### config.mk
export PLATFORM = sky130hd
export DESIGN_NAME = mem_arbiter_flat
export DESIGN_NICKNAME = d
export VERILOG_FILES = /design/src/rtl/mem_arbiter_if.sv /design/src/rtl/mem_arbiter.sv /design/src/flat_wrapper.sv
export SDC_FILE = /design/constraint.sdc
export NUM_CORES = 1
export LEC_CHECK = 0
export CAP_MARGIN = 30
export CORE_MARGIN = 1
export CORE_UTILIZATION = 35
export CTS_CLUSTER_DIAMETER = 60
export DETAILED_ROUTE_END_ITERATION = 16
export GPL_TIMING_DRIVEN = 0
export PLACE_DENSITY = 0.77
export SKIP_CTS_REPAIR_TIMING = 1
export SLEW_MARGIN = 20
export SYNTH_ARGS = -nofsm -noshare
export SYNTH_HDL_FRONTEND = slang
export SYNTH_SLANG_ARGS = --single-unit
### constraint.sdc
create_clock -name clk_i -period 2.6 [get_ports clk_i]
set_input_delay 0.52 -clock clk_i [delete_from_list [all_inputs] [get_ports clk_i]]
set_output_delay 0.52 -clock clk_i [all_outputs]
set_load 0.1 [all_outputs]
### src/rtl/mem_arbiter_if.sv
// Requester-side and memory-side signals of the shared memory port arbiter.
// Flow control is grant/wready/rvalid driven; requesters cannot stall a granted burst.
interface mem_arbiter_if #(
  parameter int NUM_MASTERS = 3,
  parameter int ADDR_WIDTH  = 16,
  parameter int DATA_WIDTH  = 8,
  parameter int LEN_WIDTH   = 4
);
  logic [NUM_MASTERS-1:0]            req;
  logic [NUM_MASTERS-1:0]            write;
  logic [NUM_MASTERS*ADDR_WIDTH-1:0] addr;
  logic [NUM_MASTERS*LEN_WIDTH-1:0]  len;
  logic [NUM_MASTERS*DATA_WIDTH-1:0] wdata;
  logic [NUM_MASTERS-1:0]            grant;
  logic [NUM_MASTERS-1:0]            wready;
  logic [NUM_MASTERS-1:0]            rvalid;
  logic [NUM_MASTERS-1:0]            done;
  logic [DATA_WIDTH-1:0]             rdata;
  logic                              busy;
  logic [ADDR_WIDTH-1:0]             mem_address;
  logic                              mem_enable;
  logic                              mem_mode;
  logic [DATA_WIDTH-1:0]             mem_wdata;
  logic [DATA_WIDTH-1:0]             mem_rdata;

  modport master (
    output req, write, addr, len, wdata, mem_rdata,
    input  grant, wready, rvalid, done, rdata, busy,
    input  mem_address, mem_enable, mem_mode, mem_wdata
  );

  modport slave (
    input  req, write, addr, len, wdata, mem_rdata,
    output grant, wready, rvalid, done, rdata, busy,
    output mem_address, mem_enable, mem_mode, mem_wdata
  );
endinterface

### src/rtl/mem_arbiter.sv
// Round-robin arbiter granting whole incrementing bursts on one 8-bit sync memory port.
// Latency: 1 arbitration cycle, N beat cycles, 1 finish cycle; read data 1 cycle after strobe; no backpressure.
module mem_arbiter #(
  parameter int NUM_MASTERS = 3,
  parameter int ADDR_WIDTH  = 16,
  parameter int DATA_WIDTH  = 8,
  parameter int LEN_WIDTH   = 4
) (
  input  logic          clk_i,
  input  logic          rst_n_i,
  mem_arbiter_if.slave  bus_io
);
  localparam int OW = $clog2(NUM_MASTERS);

  typedef enum logic [1:0] {IDLE, XFER, FINISH} state_e;

  state_e                 state_q;
  logic [OW-1:0]          owner_q;
  logic [OW-1:0]          rr_ptr_q;
  logic [ADDR_WIDTH-1:0]  addr_cnt_q;
  logic [LEN_WIDTH-1:0]   beats_left_q;
  logic                   dir_q;
  logic                   rd_pending_q;

  logic                   win_vld;
  logic [OW-1:0]          win_idx;

  logic [NUM_MASTERS-1:0] grant_c;
  logic [NUM_MASTERS-1:0] wready_c;
  logic [NUM_MASTERS-1:0] rvalid_c;
  logic [NUM_MASTERS-1:0] done_c;
  logic [ADDR_WIDTH-1:0]  mem_address_c;
  logic                   mem_enable_c;
  logic                   mem_mode_c;
  logic [DATA_WIDTH-1:0]  mem_wdata_c;

  function automatic logic [OW-1:0] rr_idx(input logic [OW-1:0] base, input int off);
    int s;
    s = int'(base) + off;
    if (s >= NUM_MASTERS) s = s - NUM_MASTERS;
    return OW'(s);
  endfunction

  // First requester at or after rr_ptr, wrapping past the top index.
  always_comb begin
    win_vld = 1'b0;
    win_idx = rr_ptr_q;
    for (int i = 0; i < NUM_MASTERS; i++) begin
      if (!win_vld && bus_io.req[rr_idx(rr_ptr_q, i)]) begin
        win_vld = 1'b1;
        win_idx = rr_idx(rr_ptr_q, i);
      end
    end
  end

  always_ff @(posedge clk_i or negedge rst_n_i) begin
    if (!rst_n_i) begin
      state_q      <= IDLE;
      owner_q      <= '0;
      rr_ptr_q     <= '0;
      addr_cnt_q   <= '0;
      beats_left_q <= '0;
      dir_q        <= 1'b0;
      rd_pending_q <= 1'b0;
    end else begin
      case (state_q)
        IDLE: begin
          rd_pending_q <= 1'b0;
          if (win_vld) begin
            owner_q      <= win_idx;
            addr_cnt_q   <= bus_io.addr[win_idx*ADDR_WIDTH +: ADDR_WIDTH];
            beats_left_q <= bus_io.len[win_idx*LEN_WIDTH +: LEN_WIDTH];
            dir_q        <= bus_io.write[win_idx];
            state_q      <= XFER;
          end
        end
        XFER: begin
          addr_cnt_q   <= addr_cnt_q + ADDR_WIDTH'(1);
          beats_left_q <= beats_left_q - LEN_WIDTH'(1);
          rd_pending_q <= ~dir_q;
          if (beats_left_q == '0) state_q <= FINISH;
        end
        FINISH: begin
          rd_pending_q <= 1'b0;
          rr_ptr_q     <= (owner_q == OW'(NUM_MASTERS - 1)) ? '0 : owner_q + OW'(1);
          state_q      <= IDLE;
        end
        default: begin
          rd_pending_q <= 1'b0;
          state_q      <= IDLE;
        end
      endcase
    end
  end

  // Outputs decode the registers directly so an async reset clears them at once.
  always_comb begin
    grant_c       = '0;
    wready_c      = '0;
    rvalid_c      = '0;
    done_c        = '0;
    mem_address_c = '0;
    mem_enable_c  = 1'b0;
    mem_mode_c    = 1'b0;
    mem_wdata_c   = '0;
    case (state_q)
      XFER: begin
        grant_c[owner_q]  = 1'b1;
        wready_c[owner_q] = dir_q;
        mem_enable_c      = 1'b1;
        mem_address_c     = addr_cnt_q;
        mem_mode_c        = dir_q;
        mem_wdata_c       = bus_io.wdata[owner_q*DATA_WIDTH +: DATA_WIDTH];
      end
      FINISH: begin
        grant_c[owner_q] = 1'b1;
        done_c[owner_q]  = 1'b1;
      end
      default: ;
    endcase
    rvalid_c[owner_q] = rd_pending_q;
  end

  assign bus_io.grant       = grant_c;
  assign bus_io.wready      = wready_c;
  assign bus_io.rvalid      = rvalid_c;
  assign bus_io.done        = done_c;
  assign bus_io.rdata       = rd_pending_q ? bus_io.mem_rdata : '0;
  assign bus_io.busy        = (state_q != IDLE);
  assign bus_io.mem_address = mem_address_c;
  assign bus_io.mem_enable  = mem_enable_c;
  assign bus_io.mem_mode    = mem_mode_c;
  assign bus_io.mem_wdata   = mem_wdata_c;
endmodule

### src/flat_wrapper.sv
// flat-port wrapper written by rule: the top's interface ports become plain ports
module mem_arbiter_flat 
#(
  parameter int NUM_MASTERS = 3,
  parameter int ADDR_WIDTH  = 16,
  parameter int DATA_WIDTH  = 8,
  parameter int LEN_WIDTH   = 4
)
  (clk_i, rst_n_i, bus_io_req, bus_io_write, bus_io_addr, bus_io_len, bus_io_wdata, bus_io_mem_rdata, bus_io_grant, bus_io_wready, bus_io_rvalid, bus_io_done, bus_io_rdata, bus_io_busy, bus_io_mem_address, bus_io_mem_enable, bus_io_mem_mode, bus_io_mem_wdata);
  mem_arbiter_if #(.NUM_MASTERS(NUM_MASTERS), .ADDR_WIDTH(ADDR_WIDTH), .DATA_WIDTH(DATA_WIDTH), .LEN_WIDTH(LEN_WIDTH)) bus_io_i ();
  input  logic clk_i;
  input  logic rst_n_i;
  input wire logic [$bits(bus_io_i.req)-1:0] bus_io_req;
  input wire logic [$bits(bus_io_i.write)-1:0] bus_io_write;
  input wire logic [$bits(bus_io_i.addr)-1:0] bus_io_addr;
  input wire logic [$bits(bus_io_i.len)-1:0] bus_io_len;
  input wire logic [$bits(bus_io_i.wdata)-1:0] bus_io_wdata;
  input wire logic [$bits(bus_io_i.mem_rdata)-1:0] bus_io_mem_rdata;
  output wire logic [$bits(bus_io_i.grant)-1:0] bus_io_grant;
  output wire logic [$bits(bus_io_i.wready)-1:0] bus_io_wready;
  output wire logic [$bits(bus_io_i.rvalid)-1:0] bus_io_rvalid;
  output wire logic [$bits(bus_io_i.done)-1:0] bus_io_done;
  output wire logic [$bits(bus_io_i.rdata)-1:0] bus_io_rdata;
  output wire logic [$bits(bus_io_i.busy)-1:0] bus_io_busy;
  output wire logic [$bits(bus_io_i.mem_address)-1:0] bus_io_mem_address;
  output wire logic [$bits(bus_io_i.mem_enable)-1:0] bus_io_mem_enable;
  output wire logic [$bits(bus_io_i.mem_mode)-1:0] bus_io_mem_mode;
  output wire logic [$bits(bus_io_i.mem_wdata)-1:0] bus_io_mem_wdata;
  assign bus_io_i.req = bus_io_req;
  assign bus_io_i.write = bus_io_write;
  assign bus_io_i.addr = bus_io_addr;
  assign bus_io_i.len = bus_io_len;
  assign bus_io_i.wdata = bus_io_wdata;
  assign bus_io_i.mem_rdata = bus_io_mem_rdata;
  assign bus_io_grant = bus_io_i.grant;
  assign bus_io_wready = bus_io_i.wready;
  assign bus_io_rvalid = bus_io_i.rvalid;
  assign bus_io_done = bus_io_i.done;
  assign bus_io_rdata = bus_io_i.rdata;
  assign bus_io_busy = bus_io_i.busy;
  assign bus_io_mem_address = bus_io_i.mem_address;
  assign bus_io_mem_enable = bus_io_i.mem_enable;
  assign bus_io_mem_mode = bus_io_i.mem_mode;
  assign bus_io_mem_wdata = bus_io_i.mem_wdata;
  mem_arbiter #(.NUM_MASTERS(NUM_MASTERS), .ADDR_WIDTH(ADDR_WIDTH), .DATA_WIDTH(DATA_WIDTH), .LEN_WIDTH(LEN_WIDTH)) u_core (.clk_i(clk_i), .rst_n_i(rst_n_i), .bus_io(bus_io_i));
endmodule
## Yosys cells after proc, flatten, opt, wreduce, memory -nomap -nowiden

Index checks and enable logic that the tools add are counted.

| storage, ports and cells | value |
|---|---|
| register bits | 28 |
| bits in latches | 0 |
| memory bits (writable) | 0 |
| memory bits (read-only) | 0 |
| input port bits | 100 |
| output and inout bits | 47 |
| logic and storage cells | 84 |
| memories kept | 0 |

| cells by class | value |
|---|---|
| $add $sub $neg | 8 |
| multipliers | 0 |
| divide/modulo/power cells | 0 |
| order comparisons | 9 |
| eq/ne operators | 5 |
| shifts and indexed selects | 3 |
| multiplexer cells | 36 |
| bitwise logic cells | 3 |
| reduce and logical (&&, ||, !) cells | 13 |

Operator list:

| kind | count |
|---|---|
| variable part select 48 x 7 -> 16 bit | 1 |
| two-way mux 16 bit | 2 |
| case mux 16 bit (2 select lines) | 1 |
| variable part select 24 x 6 -> 8 bit | 1 |
| two-way mux 2 bit | 9 |
| adder 16 x 1 -> 16 bit, second input constant | 1 |
| two-way mux 8 bit | 2 |
| < comparator 2 x 3 -> 1 bit, second input constant | 5 |
| variable part select 12 x 5 -> 4 bit | 1 |
| two-way mux 1 bit | 11 |
| two-way mux 3 bit | 3 |
| binary-select mux 1 bit (select 2 bit) | 4 |
| case mux 4 bit (2 select lines) | 1 |
| bitwise AND 3 bit | 2 |
| >= comparator 3 x 2 -> 1 bit, second input constant | 2 |
| AND reduction 2 bit | 3 |
| equality test 2 bit, second input constant | 2 |
| logical NOT 4 bit | 1 |
| two-way mux 4 bit | 1 |
| != test 2 x 1 -> 1 bit, second input constant | 2 |
| case mux 2 bit (2 select lines) | 1 |
| nonzero test 2 bit | 2 |
| subtractor 2 x 1 -> 2 bit, second input constant | 2 |
| subtractor 4 x 1 -> 4 bit, second input constant | 1 |
| other kinds (13) | 16 |

## Longest topological paths before layout

| logic depth | value |
|---|---|
| depth in word-level cells | 14 |
| gate-level depth with buffers | 11 |
| depth with buffers taken out | 8 |

## Worst setup path before layout

OpenSTA, ideal clock, no wires.

| timing | value |
|---|---|
| path kind | reg2out |
| start point | register u_core.state_q[1] |
| end point | output bus_io_wready[2] |
| arrival time | 3.343 ns |
| setup slack | -1.263 ns |
| cell stages (with the launch flop) | 6 |
| cell sequence | dfrtp_1 -> inv_1 -> ha_1 -> clkbuf_1 -> and2_1 -> and2_1 |

| on the way | value |
|---|---|
| word-level cells in the longest chain between the ends | 2 |

Ends and longest elaborated chain:

| what | line | text |
|---|---|---|
| start: declaration | mem_arbiter.sv:17 | `state_e state_q;` |
| start signal: assignment | mem_arbiter.sv:58 | `state_q <= IDLE;` |
| start signal: assignment | mem_arbiter.sv:74 | `state_q <= XFER;` |
| start signal: assignment | mem_arbiter.sv:81 | `if (beats_left_q == '0) state_q <= FINISH;` |
| equality test 2 x 1 -> 1 bit | mem_arbiter.sv:106 | `case (state_q)` |
| two-way mux 3 bit | mem_arbiter.sv:106 |  |
| end: declaration | flat_wrapper.sv:20 | `output wire logic [$bits(bus_io_i.wready)-1:0] bus_io_wready;` |

Every way passes these cells.

## Worst setup path after layout

| timing | value |
|---|---|
| start point | register u_core.rr_ptr_q[1] |
| end point | register u_core.addr_cnt_q[9] |

| on the way | value |
|---|---|
| word-level cells in the longest chain between the ends | 14 |

Ends and longest elaborated chain:

| what | line | text |
|---|---|---|
| start: declaration | mem_arbiter.sv:19 | `logic [OW-1:0] rr_ptr_q;` |
| start signal: assignment | mem_arbiter.sv:85 | `rr_ptr_q <= (owner_q == OW'(NUM_MASTERS - 1)) ? '0 : owner_q + OW'(1);` |
| parallel branches: the longest is 14 deep, another holds adder 2 x 1 -> 3 bit | - |  |
| end signal: assignment | mem_arbiter.sv:71 | `addr_cnt_q <= bus_io.addr[win_idx*ADDR_WIDTH +: ADDR_WIDTH];` |
| end signal: assignment | mem_arbiter.sv:78 | `addr_cnt_q <= addr_cnt_q + ADDR_WIDTH'(1);` |
| end: declaration | mem_arbiter.sv:20 | `logic [ADDR_WIDTH-1:0] addr_cnt_q;` |

Several ways; the timed one is not identified. The select of a mux whose other input is x is not followed.
A chain may end at the register's enable or synchronous reset.

==> metrics.md <==
| Metric | Value |
|---|---|
| Syn_nets | `about 480` |
| Main synth FF type | `dfrtp_1` |
| Tmin final | `2.671 ns` |
| # DRC | `0` |
| Std cell rows | `32` |
| Starting Density | `37.07%` |
| CP Capture Type | `register` |
| Clk sinks | `28` |
| Async set-reset flop share out of synthesis | `100.0%` |
| Cells after synthesis | `between 300 and 400` |
| Skew final | `around 0.0029 ns` |
| CTS tree | `built` |
| Number of max-slew violations in the final report | `0` |
| First-pass GRT wire length | `16.30 mm` |
| Fin. Hold Viols | `0` |
| Setup CP Type | `register to register` |
| Post-synthesis mux area share | `approximately 10%` |
| Least-Margin Pin Slew | `around 0.99 ns` |
| Die width | `between 90 and 100 um` |
| Final wirelength | `between 10 and 15 mm` |
| Outcome | `complete, but fails checks` |
| Vias in the first global route | `about 3.3k` |
| Worst path required time | `between 2 and 3 ns` |
| Total CTS buffers | `3` |
| Combinational family with the most area after synthesis | `compound AO/OA/AOI/OAI gates` |
| Final Instance Area | `0.005069 sq mm` |
| Placed inst area | `around 0.0046 sq mm` |
| Vias per cell | `around 5.7` |
| Final Setup Violations | `12` |
| # port buffers | `approximately 150` |
| Final Wtd Congestion | `0.9400` |
| Vias | `~3.7k` |
| Fill cells | `roughly 650` |
| Initial antenna violation count | `0` |
| IO Pins | `approximately 150` |
| Flops & latches, synth | `28` |
| Sequential share of the synthesized area | `roughly a quarter` |
| YS warnings | `0` |
| CTS Buffer Depth | `2` |
| TNS Setup | `-0.3873 ns` |
| CTS HTree Levels | `1` |
| Slew HR | `~34%` |
| Hold Path Class | `input port to asynchronous set/reset pin` |
| Largest net degree at the start of global routing | `29` |
| Period utilisation layout | `102.7%` |
| DPL Wire Length | `between 8 and 9 mm` |
| Simple-gate share of the synthesized area | `roughly 26%` |
| Die area | `between 0.008 and 0.009 sq mm` |
| Nets | `between 600 and 700` |
| CP cell instances | `inv_2 > ha_4 > buf_12 > mux2i_4 > o21ai_4 > a211o_1 > a32oi_4 > buf_12 > buf_8 > mux2i_1 > o221ai_1` |
| Gr usage total | `between 20% and 30%` |
| Share of cells above drive strength 1 | `~24%` |
| Max cap viols | `0` |
| Clock Latency Late Sink | `~0.29 ns` |
| Mean Syn Cell Area | `around 8 sq um` |
| Ant diodes | `0` |
| Worst path arrival time | `roughly 2.8 ns` |
| CP max FO | `5` |
| Root buf cell | `clkbuf_8` |
| Unrepaired setup endpoints after global routing | `yes` |
| Top cell by count, worst path | `buf_12` |
| Pre-antenna DRT Iters | `5` |
| Cell family with most CP delay | `compound AO/OA/AOI/OAI gates` |
| Dpl ws | `-0.7686 ns` |
| Final ANT Viol Nets | `0` |
| Multi-input logic area | `roughly 0.0023 sq mm` |
| Post-synth EDFFs | `0` |
| Seq. cell area | `701.9 sq um` |
| Post-synthesis instance area | `about 0.0029 sq mm` |
| Clock transition at path regs | `between 0.1 and 0.15 ns` |
| Synth Area in Compound Gates | `approximately 29%` |
| WL/cell | `17.60 um` |
| Synth Area in Adders | `4.279%` |
| GR Overflow Total | `0` |
| Synth Area in XOR/XNOR | `0%` |
| Max Clock Freq | `374.5 MHz` |
| Final worst slack | `-0.07056 ns` |
| CP Launch Type | `register` |
| Post-synth cell types | `between 50 and 60` |
| 1st-iter DRT viols | `330` |
| Chip height | `93.40 um` |
| Core Area | `roughly 0.008 sq mm` |
| Crit path buf inv count | `4` |
| Crit path largest cell delay | `approximately 0.44 ns` |
| Cell at the slowest stage of the critical path | `dfrtp_2` |
| Layout area overhead | `73.34%` |
| Failing checks | `negative setup slack` |
## area by class of cell
class,count,area share [%]
multi-input cells,296,44.48
well taps,102,2.518
repair buffers,171,33.10
clock inverters,1,0.5924
clock buffers,3,0.8146
plain buffers,26,3.382
inverters,17,1.259
flip-flops and latches,28,13.85
## routing by layer
metal / vias up / global-route usage (%) / routed length, um
met5: - / 0 / 0
li1: 1734 / - / -
met4: 0 / 5.385 / 108
met1: 1748 / 31.24 / 4604
met2: 173 / 40.69 / 5805
met3: 13 / 2.520 / 818
## final timing paths
| kind | endpoint | startpoint | slack [ns] | cells past startpoint |
|---|---|---|---|---|
| worst max-delay path | u_core.addr_cnt_q[9] | u_core.rr_ptr_q[1] | -0.07 | 11 |
| worst min register to register | u_core.rd_pending_q | u_core.dir_q | 0.44 | 1 |
| max in group asynchronous | u_core.rr_ptr_q[1] | rst_n_i | 1.88 | 1 |
| min in group clk_i | u_core.rd_pending_q | u_core.dir_q | 0.44 | 1 |
| worst min-delay path | u_core.beats_left_q[3] | rst_n_i | 0.25 | 1 |
| worst max register to register | u_core.addr_cnt_q[9] | u_core.rr_ptr_q[1] | -0.07 | 11 |
## through the flow
| step | hold WS [ns] | util [%] | cells |
|---|---|---|---|
| finish | 0.2520 | 64.26 | 644 |
| global route | 0.3024 | 64.26 | 644 |
| CTS | 0.2839 | 59.49 | 619 |
| detailed placement | 0.4247 | 58.58 | 615 |
| global placement | 0.4139 | 58.65 | 615 |
| floorplan | 0.2244 | - | 367 |
## state kept, by name (all words and copies together), names as in the netlist
name	count
u_core.dir_q	1
u_core.rr_ptr_q	2
u_core.state_q	2
u_core.owner_q	2
u_core.addr_cnt_q	16
u_core.rd_pending_q	1
u_core.beats_left_q	4
## synthesized netlist by cell type (2+ instances only)
cell type,count,area share (%)
a21oi_1,18,3.1
or4_1,3,0.77
buf_4,4,1.0
mux2i_1,29,9.9
o22ai_1,2,0.43
and3_1,9,1.9
and2_1,33,7.1
clkbuf_1,12,1.5
o21a_1,2,0.51
o21ai_2,2,0.60
o211ai_1,3,0.77
nor2b_1,2,0.43
a221oi_1,5,1.5
nor4_1,5,1.1
o221ai_1,11,3.3
a31oi_1,11,2.4
o21bai_1,2,0.51
buf_2,7,1.2
a21o_1,4,1.0
dfrtp_1,28,24
inv_1,17,2.2
nand2b_1,6,1.3
nor3b_1,2,0.51
o31ai_1,2,0.51
nor3_1,2,0.34
nor2_1,25,3.2
nand2_1,21,2.7
buf_1,3,0.39
a32oi_1,2,0.60
nand3_1,15,2.6
or3_1,2,0.43
o211a_1,10,3.4
ha_1,10,4.3
a22oi_1,6,1.5
or2_2,2,0.43
o21ai_0,19,3.3
nand4_1,10,2.1
a311oi_1,2,0.60
o2bb2ai_1,3,0.90
nand3b_1,2,0.51
## cell usage in the layout (no fill, tap or decap), types with 4 or more instances in the layout
master,n
a31oi_1,11
o211a_1,10
and3_1,9
inv_1,15
nand2_1,19
nand4_1,10
dfrtp_1,27
nor2_1,14
and2_2,9
clkbuf_2,15
clkbuf_4,4
ha_1,7
nand2b_1,6
buf_6,18
a221oi_1,5
nor2_4,10
o21ai_0,19
nor4_1,5
nand3_1,14
and2_1,22
clkdlybuf4s50_1,97
buf_4,25
clkbuf_1,7
o221ai_1,11
mux2i_1,25
a22oi_1,5
dlymetal6s2s_1,13
a21oi_1,18
buf_2,10
## cell families after synthesis
kind of cell / count (synthesis)
multiplexers: 30
buffers and inverters: 44
AND/OR/NAND/NOR: 141
adder cells (fa/ha/maj): 10
AO/OA/AOI/OAI: 114
flip-flops: 28
Power is not shown: default switching activity piles up to over one toggle a cycle in this logic, so the estimate is an artifact.
